**config.mk**
```make
export PLATFORM = sky130hd
export DESIGN_NAME = chaos_key_extractor
export DESIGN_NICKNAME = d
export VERILOG_FILES = /design/src/rtl/ckx_pkg.sv /design/src/rtl/ckx_fifo.sv /design/src/rtl/chaos_key_extractor.sv
export SDC_FILE = /design/constraint.sdc
export NUM_CORES = 1
export LEC_CHECK = 0
export CAP_MARGIN = 10
export CORE_MARGIN = 1.5
export CORE_UTILIZATION = 53
export DETAILED_ROUTE_END_ITERATION = 12
export PLACE_DENSITY_LB_ADDON = 0.2
export SLEW_MARGIN = 20
export SYNTH_ARGS = -nofsm -noshare
export SYNTH_HDL_FRONTEND = slang
export SYNTH_SLANG_ARGS = --single-unit
```
**constraint.sdc**
```tcl
create_clock -name clk -period 6.9 [get_ports clk]
set_clock_uncertainty 0.1 [all_clocks]
set_input_delay 1.035 -clock clk [delete_from_list [all_inputs] [get_ports clk]]
set_output_delay 1.035 -clock clk [all_outputs]
set_load 0.01 [all_outputs]
```
**src/rtl/ckx_pkg.sv**
```systemverilog
// Shared types and constants for the chaos key extractor.
package ckx_pkg;

  localparam int KEY_W   = 16;
  localparam int DBL_W   = 64;
  localparam int EXP_MSB = 62;
  localparam int EXP_LSB = 52;

  typedef enum logic [1:0] {
    IDLE = 2'd0,
    BURN = 2'd1,
    RUN  = 2'd2,
    DONE = 2'd3
  } ckx_state_t;

  typedef struct packed {
    logic [KEY_W-1:0] key_x;
    logic [KEY_W-1:0] key_y;
    logic [KEY_W-1:0] key_z;
  } key_triple_t;

  // An all-ones exponent marks Inf or NaN.
  function automatic logic is_nonfinite(input logic [DBL_W-1:0] v);
    return &v[EXP_MSB:EXP_LSB];
  endfunction

endpackage

```
**src/rtl/ckx_fifo.sv**
```systemverilog
// First-word fall-through FIFO of key triples. The head entry is visible
// on dout whenever empty is low; pushes into a full FIFO and pops from an
// empty one are ignored. level_next exposes the post-edge occupancy so the
// parent can register flow-control signals without a cycle of slack.
module ckx_fifo
  import ckx_pkg::*;
#(
  parameter int DEPTH = 8
) (
  input  logic                       clk,
  input  logic                       reset,
  input  logic                       push,
  input  key_triple_t                din,
  input  logic                       pop,
  output key_triple_t                dout,
  output logic                       full,
  output logic                       empty,
  output logic [$clog2(DEPTH):0]     level,
  output logic [$clog2(DEPTH):0]     level_next
);

  localparam int PTR_W = $clog2(DEPTH);
  localparam int LVL_W = PTR_W + 1;

  key_triple_t        mem_q [DEPTH];
  logic [PTR_W-1:0]   wr_ptr_q, wr_ptr_d;
  logic [PTR_W-1:0]   rd_ptr_q, rd_ptr_d;
  logic [LVL_W-1:0]   level_q,  level_d;
  logic               push_ok, pop_ok;

  assign full    = (level_q == LVL_W'(DEPTH));
  assign empty   = (level_q == '0);
  assign push_ok = push && !full;
  assign pop_ok  = pop && !empty;
  assign dout    = mem_q[rd_ptr_q];
  assign level   = level_q;
  assign level_next = level_d;

  // Pointer and occupancy update; pointers wrap naturally at DEPTH.
  always_comb begin
    wr_ptr_d = wr_ptr_q + PTR_W'(push_ok);
    rd_ptr_d = rd_ptr_q + PTR_W'(pop_ok);
    level_d  = level_q + LVL_W'(push_ok) - LVL_W'(pop_ok);
  end

  // Pointer/level registers, cleared by reset.
  always_ff @(posedge clk) begin
    if (reset) begin
      wr_ptr_q <= '0;
      rd_ptr_q <= '0;
      level_q  <= '0;
    end else begin
      wr_ptr_q <= wr_ptr_d;
      rd_ptr_q <= rd_ptr_d;
      level_q  <= level_d;
    end
  end

  // Storage array; contents are don't-care until written.
  always_ff @(posedge clk) begin
    if (push_ok) mem_q[wr_ptr_q] <= din;
  end

endmodule

```
**src/rtl/chaos_key_extractor.sv**
```systemverilog
// Chaos key extractor: discards BURN_IN integrator triples, then slices
// each following (x,y,z) double into three 16-bit key words and queues
// them in a FWFT FIFO for the confusion/diffusion engine.
// Optional feature macro: CKX_NONFINITE_DROP_EN -- drops Inf/NaN triples
// in RUN and adds a sticky err_flag output.
module chaos_key_extractor
  import ckx_pkg::*;
#(
  parameter int BURN_IN    = 16,
  parameter int NUM_KEYS   = 65536,
  parameter int WORD_LSB   = 0,
  parameter int FIFO_DEPTH = 8
) (
  input  logic        clk,
  input  logic        reset,
  input  logic        start,
  input  logic        sample_valid,
  output logic        sample_ready,
  input  logic [63:0] sample_x,
  input  logic [63:0] sample_y,
  input  logic [63:0] sample_z,
  output logic        key_valid,
  input  logic        key_ready,
  output logic [15:0] key_x,
  output logic [15:0] key_y,
  output logic [15:0] key_z,
  output logic [16:0] key_count,
  output logic        busy,
`ifdef CKX_NONFINITE_DROP_EN
  output logic        err_flag,
`endif
  output logic        done
);

  localparam int LVL_W  = $clog2(FIFO_DEPTH) + 1;
  localparam int BCNT_W = (BURN_IN > 0) ? $clog2(BURN_IN + 1) : 1;

  ckx_state_t        state_q, state_d;
  logic [BCNT_W-1:0] burn_cnt_q, burn_cnt_d;
  logic [16:0]       key_count_q, key_count_d;
  logic              sample_ready_q, sample_ready_d;
  logic              busy_q, busy_d;
  logic              done_q, done_d;

  logic              accept, push, drop;
  key_triple_t       new_key, head;
  logic              fifo_full, fifo_empty;
  logic [LVL_W-1:0]  fifo_level, fifo_level_next;

  // Double bits outside the key window are intentionally unused.
  logic              unused_bits;
  assign unused_bits = ^{sample_x, sample_y, sample_z, fifo_full, fifo_level};

  assign accept = sample_valid && sample_ready_q;

  // Raw bit slice of each coordinate, no float interpretation.
  assign new_key.key_x = sample_x[WORD_LSB +: KEY_W];
  assign new_key.key_y = sample_y[WORD_LSB +: KEY_W];
  assign new_key.key_z = sample_z[WORD_LSB +: KEY_W];

`ifdef CKX_NONFINITE_DROP_EN
  logic err_q, err_d;
  assign drop = accept && (state_q == RUN) &&
                (is_nonfinite(sample_x) || is_nonfinite(sample_y) || is_nonfinite(sample_z));
  assign err_flag = err_q;
`else
  assign drop = 1'b0;
`endif

  assign push = accept && (state_q == RUN) && !drop;

  ckx_fifo #(.DEPTH(FIFO_DEPTH)) u_fifo (
    .clk        (clk),
    .reset      (reset),
    .push       (push),
    .din        (new_key),
    .pop        (key_ready),
    .dout       (head),
    .full       (fifo_full),
    .empty      (fifo_empty),
    .level      (fifo_level),
    .level_next (fifo_level_next)
  );

  // Head is masked to zero when empty so outputs are clean after reset.
  assign key_valid    = !fifo_empty;
  assign key_x        = fifo_empty ? '0 : head.key_x;
  assign key_y        = fifo_empty ? '0 : head.key_y;
  assign key_z        = fifo_empty ? '0 : head.key_z;
  assign key_count    = key_count_q;
  assign sample_ready = sample_ready_q;
  assign busy         = busy_q;
  assign done         = done_q;

  // Next-state, counters, and registered status computed from the
  // post-edge state and FIFO level.
  always_comb begin
    state_d     = state_q;
    burn_cnt_d  = burn_cnt_q;
    key_count_d = key_count_q;
`ifdef CKX_NONFINITE_DROP_EN
    err_d       = err_q;
`endif
    case (state_q)
      IDLE, DONE: begin
        if (start) begin
          state_d     = (BURN_IN > 0) ? BURN : RUN;
          burn_cnt_d  = '0;
          key_count_d = '0;
`ifdef CKX_NONFINITE_DROP_EN
          err_d       = 1'b0;
`endif
        end
      end
      BURN: begin
        if (accept) begin
          burn_cnt_d = burn_cnt_q + 1'b1;
          if (burn_cnt_q == BCNT_W'(BURN_IN - 1)) state_d = RUN;
        end
      end
      RUN: begin
        if (push && key_count_q != 17'(NUM_KEYS)) begin
          key_count_d = key_count_q + 17'd1;
          if (key_count_q == 17'(NUM_KEYS - 1)) state_d = DONE;
        end
`ifdef CKX_NONFINITE_DROP_EN
        if (drop) err_d = 1'b1;
`endif
      end
      default: state_d = IDLE;
    endcase

    sample_ready_d = (state_d == BURN) ||
                     ((state_d == RUN) && (fifo_level_next != LVL_W'(FIFO_DEPTH)));
    busy_d         = (state_d == BURN) || (state_d == RUN) || (fifo_level_next != '0);
    done_d         = (state_d == DONE) && (fifo_level_next == '0);
  end

  // Control registers; synchronous reset has priority over start.
  always_ff @(posedge clk) begin
    if (reset) begin
      state_q        <= IDLE;
      burn_cnt_q     <= '0;
      key_count_q    <= '0;
      sample_ready_q <= 1'b0;
      busy_q         <= 1'b0;
      done_q         <= 1'b0;
    end else begin
      state_q        <= state_d;
      burn_cnt_q     <= burn_cnt_d;
      key_count_q    <= key_count_d;
      sample_ready_q <= sample_ready_d;
      busy_q         <= busy_d;
      done_q         <= done_d;
    end
  end

`ifdef CKX_NONFINITE_DROP_EN
  // Sticky non-finite drop indicator.
  always_ff @(posedge clk) begin
    if (reset) err_q <= 1'b0;
    else       err_q <= err_d;
  end
`endif

endmodule

```
==> results.toml, run 1 <==
[global_route]
grt_max_degree = 52
grt_pass1_wl_um = 49000
antenna_found_initial = 1
grt_overflow = 0
grt.total_usage = 0.199
grt_pass1_vias = 8342

[placement]
dp_worst_setup_slack_ns = 2.47
io_buffers = 121
dp_hpwl_um = 17000
dp.cells = 1335
gp_congestion = 0.750

[cts]
numCtsBuffers = 43
postCtsHoldBufs = 0
clock_path_buffers = 3
post_cts_buffers = 0
post_cts_resized = 0
cts_root_buffer = "clkbuf_16"
ctsHtreeMaxLevel = 2
cts_tree = "built"
clock_latency_ns = 0.52
clk_pin_slew_ns = 0.06
clkSinkCount = 421

[route]
ant_nets = 0
viasPerCell = 5.75
routed_wl_um = 31500
remaining_drc_errors = 0
first_pass_iters = 5
drt-initial-drc-count = 763
routed-via-count = 8127
wl_per_cell_um = 22.3

[sta]
maxSlewHeadroom = 0.267
tightest_slew_ns = 1.10
setup-violations-final = 0
hold_viol_final = 0
fin_crit_sh = 0.654
period_minus_slack_ns = 4.51
max_freq_mhz = 222
tns_ns = 0
drv_slew = 0
finalWorstSetupSlack_ns = 2.39
rsz0062_at_grt = "no"

[synth]
yosysTopAreaCell = "edfxtp_1"
syn_inst = 843
synth_area_um2 = 16500
yosysWarningCount = 0
synth_seq_cells = 421
synth_area_leaders = "edfxtp_1, mux4_2, dfxtp_1"
synth_edf_count = 384
ys_types = 38
netlist.area_leader.share = 0.699
synth-main-ff-cell = "edfxtp_1"
async_reset_ff_frac = 0
ys_seq_area_frac = 0.744
syn_nets = 1060
syn_area_per_cell_um2 = 19.6

[power_and_ir_drop]
cellLeakagePower_nw = 6.19
power_density_nw_per_um2 = 338
peakVddDrop_mv = 0.251
total_power_mw = 6.65

[floorplanning]
core_um2 = 30600
dieHeight_um = 179
dieWidth_um = 179
fp-row-count = 64
dieArea_um2 = 32200
io_pins = 266
initial_core_util = 0.540

[layout]
syn_to_final_growth_pct = 19.2
instances_no_fill = 1414
fin_util = 0.643
num-nets-final = 1201
drive_gt1_frac = 0.181

[job]
max_cap_viol_count = 0

[worst_setup_path]
cp_data_required_time_ns = 5.76
crit_fanout = 51
cp-end-kind = "primary output"
critPathArrivalTime_ns = 3.38
crit_type = "reg -> out"
worst_setup_path_start_kind = "flip-flop"

[status]
outcome = "completed"

[worst_hold_path]
worst_hold_path_type = "reg -> reg"
worst max-delay path, stage by stage (launching register included):
cell and delay [ns]:
dfxtp_4 0.98, buf_12 0.47, mux4_2 0.56, mux2i_1 0.15, nor2_1 0.10, clkdlybuf4s50_1 0.52
cell usage after synthesis (2+ instances only):
library cell	n
xor2_1	14
ha_1	19
nor4b_1	3
o21bai_1	2
and4_1	3
a311oi_1	2
nor3_1	5
nand2b_1	5
nor4_1	2
a21oi_1	9
mux4_2	96
buf_2	16
clkbuf_1	20
buf_4	2
nor2b_1	6
nand2_1	11
mux2i_1	49
edfxtp_1	384
nand3_1	7
and2_1	3
nand4_1	12
or3_1	2
inv_1	17
dfxtp_1	37
xnor2_1	7
o21ai_0	5
nor2_1	86
and3_1	9
through the flow:
| stage | hold slack (ns) | instance area (µm²) |
|---|---|---|
| 2_1_floorplan | 0.360 | 16500 |
| 3_3_place_gp | 0.379 | 18200 |
| 3_5_place_dp | 0.388 | 18200 |
| 4_1_cts | 0.401 | 19700 |
| 5_1_grt | 0.428 | 19700 |
| 6_report | 0.400 | 19700 |
report_power, final:
part	switching, mW	total, mW	leakage (nW)	internal (mW)
Combinational	0.594	1.35	1.72	0.758
Clock	0.912	2.39	0.712	1.48
Sequential	0.109	2.91	3.75	2.80
routing by layer:
layer,global-route usage,vias to the layer above,wire [µm]
li1,-,3656,-
met1,0.285,4198,13900
met2,0.323,220,15400
met3,0.0336,53,1620
met4,0.0467,0,615
met5,0,-,0
final timing paths:
kind / start / end / slack [ns] / cells past startpoint
worst min-delay path: burn_cnt_q[1] / burn_cnt_q[1] / 0.40 / 2
worst max-delay path: u_fifo.rd_ptr_q[0] / key_x[4] / 2.39 / 5
worst min register to register: burn_cnt_q[1] / burn_cnt_q[1] / 0.40 / 2
worst max register to register: state_q[0] / u_fifo.mem_q[4][44] / 3.48 / 7
final cells by class:
class	instances	area (µm²)
Fill cell	2141	10900
Clock buffer	52	1110
Inverter	17	63.8
Multi-Input combinational cell	366	4040
Tap cell	396	495
Sequential cell	421	12300
Clock inverter	26	352
Timing Repair Buffer	135	1330
Antenna cell	1	2.50
placed cells by master (no fill, tap or decap), types with 11 or more instances in the layout:
cell type and n:
nand4_1 12, xor2_1 14, dfxtp_1 34, buf_4 13, ha_1 19, nor2_1 80
mux2i_1 49, nand2_1 11, edfxtp_1 384, clkdlybuf4s50_1 121, mux4_2 96, inv_1 17
clkbuf_16 43
cells by family (layout without fill, tap and decap cells):
logic type	count (synthesis)	in the layout	share of synthesized area
flip-flops	421	421	0.744
AND/OR/NAND/NOR	155	155	0.0441
multiplexers	145	145	0.161
buffers and inverters	56	230	0.0149
AO/OA/AOI/OAI	25	25	0.0100
XOR/XNOR	21	21	0.0111
adder cells (fa/ha/maj)	20	20	0.0156
other	0	1	0
registers in the layout (all words and copies together), names as in the netlist, 2 cells and up:
register,flops
u_fifo.rd_ptr_q,3
state_q,2
key_count,17
u_fifo.mem_q,384
u_fifo.wr_ptr_q,3
burn_cnt_q,5
u_fifo.level,4
(Power assumes the default switching activity.)
==> run 2, diff against run 1 <==
==> constraint.sdc (replaced) <==
create_clock -name clk -period 4.5 [get_ports clk]
set_clock_uncertainty 0.1 [all_clocks]
set_input_delay 0.675 -clock clk [delete_from_list [all_inputs] [get_ports clk]]
set_output_delay 0.675 -clock clk [all_outputs]
set_load 0.01 [all_outputs]
==> results.toml, run 2 (synthesis results as in run 1) <==
[worst_hold_path]
whs_path_depth = 2
worstHoldEndpoint = "burn_cnt_q[1]"
hp-start = "burn_cnt_q[1]"
worst_hold_path_type = "reg -> reg"

[placement]
dp_hpwl_um = 17300
gp_congestion = 0.766
io_buffers = 121

[floorplanning]
initial_core_util = 0.540
fp-row-count = 64
io_pins = 266
dieArea_um2 = 32200
dieHeight_um = 179
core_um2 = 30600
dieWidth_um = 179

[worst_setup_path]
worst_setup_path_start_kind = "flip-flop"
worstRegToRegCells = 13
cp_data_required_time_ns = 3.72
cpMaxStageDelayCell = "dfxtp_4"
reg2reg_slack_ns = 1.54
rr_startpoint = "u_fifo.level[2]"
r2r_end = "sample_ready"
cp-end-kind = "primary output"
crit_type = "reg -> out"
path_cells = "buf_12 -> mux4_2 -> mux2i_1 -> nor2_1 -> clkdlybuf4s50_1"
slowest_delay_ns = 0.77
critPathArrivalTime_ns = 2.98
crit_fanout = 30

[layout]
largest_register = "u_fifo.mem_q"
mostFrequentLayoutCells = "edfxtp_1, clkdlybuf4s50_1, mux4_2"
num-nets-final = 1211
fill_cells = 2115
syn_to_final_growth_pct = 19.6
largest_register_ffs = 384
drive_gt1_frac = 0.190
layout_commonest_cell = "edfxtp_1"
regArea_um2 = 12300
multi_input_area_um2 = 4060

[job]
max_cap_viol_count = 0

[sta]
period_minus_slack_ns = 3.76
maxSlewHeadroom = 0.312
hold_viol_final = 0
drv_slew = 0
fin_crit_sh = 0.835
max_freq_mhz = 266
timing.hold.ws_ns = 0.390
setup-violations-final = 0
tightest_slew_ns = 1.03
tns_ns = 0
rsz0062_at_grt = "no"

[global_route]
grt_max_degree = 47
grt_pass1_vias = 8452
antenna_found_initial = 1
grt.total_usage = 0.200
grt_overflow = 0
grt_pass1_wl_um = 49400

[route]
routed-via-count = 8082
ant_nets = 0
drt-initial-drc-count = 448
first_pass_iters = 4
remaining_drc_errors = 0
wl_per_cell_um = 22.2
routed_wl_um = 31500
viasPerCell = 5.68

[cts]
clk_pin_slew_ns = 0.06
cts_root_buffer = "clkbuf_16"
post_cts_resized = 0
clock_latency_ns = 0.54
numCtsBuffers = 43
postCtsHoldBufs = 0
ctsHtreeMaxLevel = 2
clkSinkCount = 421
clock_path_buffers = 3
post_cts_buffers = 0
cts_tree = "built"

[power_and_ir_drop]
peakVddDrop_mv = 0.373
total_power_mw = 10.1
power_density_nw_per_um2 = 513
cellLeakagePower_nw = 6.22

[status]
outcome = "completed"
-- run 2: cell count changes in the layout (fill, tap and decap cells not counted), sizes merged --
cell      before  now
clkbuf        52   48
clkinvlp       1    2
inv           18   20
buf           14   24
bufinv         9    7
clkinv        15   17
-- run 2: how the worst max path moves through the flow --
stage,start,cells past startpoint,slack [ns],end
detailed placement,sample_valid,6,1.13,u_fifo.mem_q[0][3]
finish,u_fifo.rd_ptr_q[0],5,0.74,key_z[2]
global placement,sample_valid,6,1.12,u_fifo.mem_q[0][4]
global route,u_fifo.rd_ptr_q[0],5,0.53,key_z[6]
floorplan,sample_valid,4,0.72,u_fifo.mem_q[4][0]
CTS,u_fifo.rd_ptr_q[0],5,0.64,key_y[10]
-- run 2: worst max-delay path: cells and delay by family (launching register included) --
family	cells	cell delay [ns]
buf+inv	2	0.86
flops	1	0.77
mux	2	0.71
simple gates	1	0.09
-- run 2: area by class of cell --
cell class,count,share of cell area
Antenna cell,1,0.000127
Clock buffer,48,0.0554
Clock inverter,29,0.0163
Inverter,17,0.00323
Multi-Input combinational cell,366,0.205
Sequential cell,421,0.622
Tap cell,396,0.0251
Timing Repair Buffer,145,0.0724
-- run 2: power breakdown --
part / switching, mW / leakage (nW) / total [mW] / internal [mW]
Clock: 1.41 / 0.692 / 3.56 / 2.15
Combinational: 0.963 / 1.77 / 2.15 / 1.19
Sequential: 0.131 / 3.75 / 4.43 / 4.29
-- run 2: routing by layer --
| layer | GRT usage | wire length [µm] | part of all wire |
|---|---|---|---|
| met2 | 0.337 | 15800 | 0.50 |
| met5 | 0 | 0 | 0 |
| met4 | 0.0453 | 475 | 0.015 |
| met1 | 0.272 | 13400 | 0.42 |
| met3 | 0.0387 | 1880 | 0.060 |
-- run 2: through the flow --
step                instances  area, µm²  utilization  setup WS [ns]
finish                   1423      19700        0.646          0.742
global route             1422      19700        0.645          0.525
CTS                      1422      19700        0.645          0.642
detailed placement       1345      18300        0.599           1.13
global placement         1345      18300        0.599           1.12
floorplan                 843      16500            -          0.724
==> run 3, diff against run 2 <==
==> constraint.sdc (replaced) <==
create_clock -name clk -period 3.5 [get_ports clk]
set_clock_uncertainty 0.1 [all_clocks]
set_input_delay 0.525 -clock clk [delete_from_list [all_inputs] [get_ports clk]]
set_output_delay 0.525 -clock clk [all_outputs]
set_load 0.01 [all_outputs]
==> results.toml, run 3 (synthesis results as in run 1) <==
[floorplanning]
initial_core_util = 0.540
dieHeight_um = 179
dieArea_um2 = 32200
fp-row-count = 64
core_um2 = 30600
dieWidth_um = 179
io_pins = 266

[placement]
gp_congestion = 0.767
dp_hpwl_um = 17400
dp.cells = 1351
placed_area_um2 = 18500
io_buffers = 121

[layout]
mostFrequentLayoutCells = "edfxtp_1, clkdlybuf4s50_1, mux4_2"
num-nets-final = 1218
instances_no_fill = 1429
drive_gt1_frac = 0.188
final_area_um2 = 19900
fin_util = 0.651
largest_register = "u_fifo.mem_q"
layout_commonest_cell = "edfxtp_1"
syn_to_final_growth_pct = 20.6
largest_register_ffs = 384

[route]
routed_wl_um = 31700
remaining_drc_errors = 0
ant_nets = 0
routed-via-count = 8221
viasPerCell = 5.75
drt-initial-drc-count = 672
first_pass_iters = 7
wl_per_cell_um = 22.2

[sta]
maxSlewHeadroom = 0.534
rsz0062_at_grt = "no"
timing.hold.ws_ns = 0.390
setup-violations-final = 0
drv_slew = 0
fin_crit_sh = 0.935
max_freq_mhz = 306
hold_viol_final = 0
tightest_slew_ns = 0.690
period_minus_slack_ns = 3.27

[power_and_ir_drop]
cellLeakagePower_nw = 6.25
power_density_nw_per_um2 = 647
pwr-share-clk = 0.341
power_switching_mw = 3.19
peakVddDrop_mv = 0.462
p_int_mw = 9.69
total_power_mw = 12.9
seq_power_share = 0.434
switching_share = 0.248
comb_power_share = 0.225

[worst_setup_path]
slowest_delay_ns = 0.65
reg2reg_slack_ns = 0.76
worst_setup_path_start_kind = "flip-flop"
crit_type = "reg -> out"
path_cells = "buf_12 -> mux4_2 -> mux2i_1 -> nor2_1 -> clkdlybuf4s50_1"
cpMaxStageDelayCell = "dfxtp_4"
cp-end-kind = "primary output"
worstRegToRegCells = 10
crit_fanout = 35
cp_data_required_time_ns = 2.87
r2r_end = "done"
rr_startpoint = "state_q[0]"
critPathArrivalTime_ns = 2.65

[job]
max_cap_viol_count = 0

[global_route]
grt_max_degree = 53
grt_pass1_wl_um = 49500
grt_overflow = 0
antenna_found_initial = 1
grt_pass1_vias = 8571
grt.total_usage = 0.200

[cts]
ctsHtreeMaxLevel = 2
clock_latency_ns = 0.53
post_cts_buffers = 0
cts_root_buffer = "clkbuf_16"
postCtsHoldBufs = 0
cts_tree = "built"
clkSinkCount = 421
clock_path_buffers = 3
numCtsBuffers = 44
clk_pin_slew_ns = 0.06
post_cts_resized = 0

[worst_hold_path]
worst_hold_path_type = "reg -> reg"
whs_path_depth = 2
worstHoldEndpoint = "burn_cnt_q[1]"
hp-start = "burn_cnt_q[1]"

[status]
outcome = "completed"
[run 3: worst max path at each step]
stage                                   from                  end  cells after the start
after floorplan                   state_q[0]   u_fifo.mem_q[4][0]                      6
after global placement          sample_valid  u_fifo.mem_q[3][19]                      6
after CTS                 u_fifo.rd_ptr_q[0]             key_x[4]                      5
after detailed placement        sample_valid                 done                      9
final                     u_fifo.rd_ptr_q[1]             key_x[2]                      5
after global routing      u_fifo.rd_ptr_q[0]             key_x[5]                      5
[run 3: cell type report]
class | instances | area (µm²)
diodes | 1 | 2.50
fillers | 2115 | 10700
well taps | 396 | 495
flip-flops and latches | 421 | 12300
clock buffers | 56 | 1190
inverters | 17 | 63.8
clock inverters | 21 | 185
repair buffers | 151 | 1620
multi-input cells | 366 | 4060
[run 3: stage by stage]
stage	worst slack (ns)	TNS, ns
6_report	0.227	0
5_1_grt	0.0938	0
4_1_cts	0.192	0
3_5_place_dp	0.331	0
3_3_place_gp	0.369	0
2_1_floorplan	-0.213	-62.73
[run 3: power groups by stage]
stage | combinational (mW) | sequential, mW | clock, mW
final | 2.90 | 5.59 | 4.39
after global routing | 3.14 | 5.59 | 4.70
after CTS | 2.97 | 5.59 | 4.49
after detailed placement | 2.95 | 5.70 | 0
after global placement | 2.94 | 5.69 | 0
after floorplan | 1.80 | 5.65 | 0
[run 3: worst max-delay path: cells and delay by family (launching register included)]
kind | cells | cell delay [ns]
muxes | 2 | 0.30
DFF | 1 | 0.65
and+or+nand+nor | 1 | 0.25
buffers and inverters | 2 | 0.89
[run 3: per-layer routing]
| layer | GRT usage | routed length (µm) | vias up |
|---|---|---|---|
| met2 | 0.326 | 15700 | 206 |
| met1 | 0.284 | 13800 | 4281 |
| met4 | 0.0463 | 512 | 0 |
| met3 | 0.0379 | 1680 | 47 |
| met5 | 0 | 0 | - |
| li1 | - | - | 3687 |
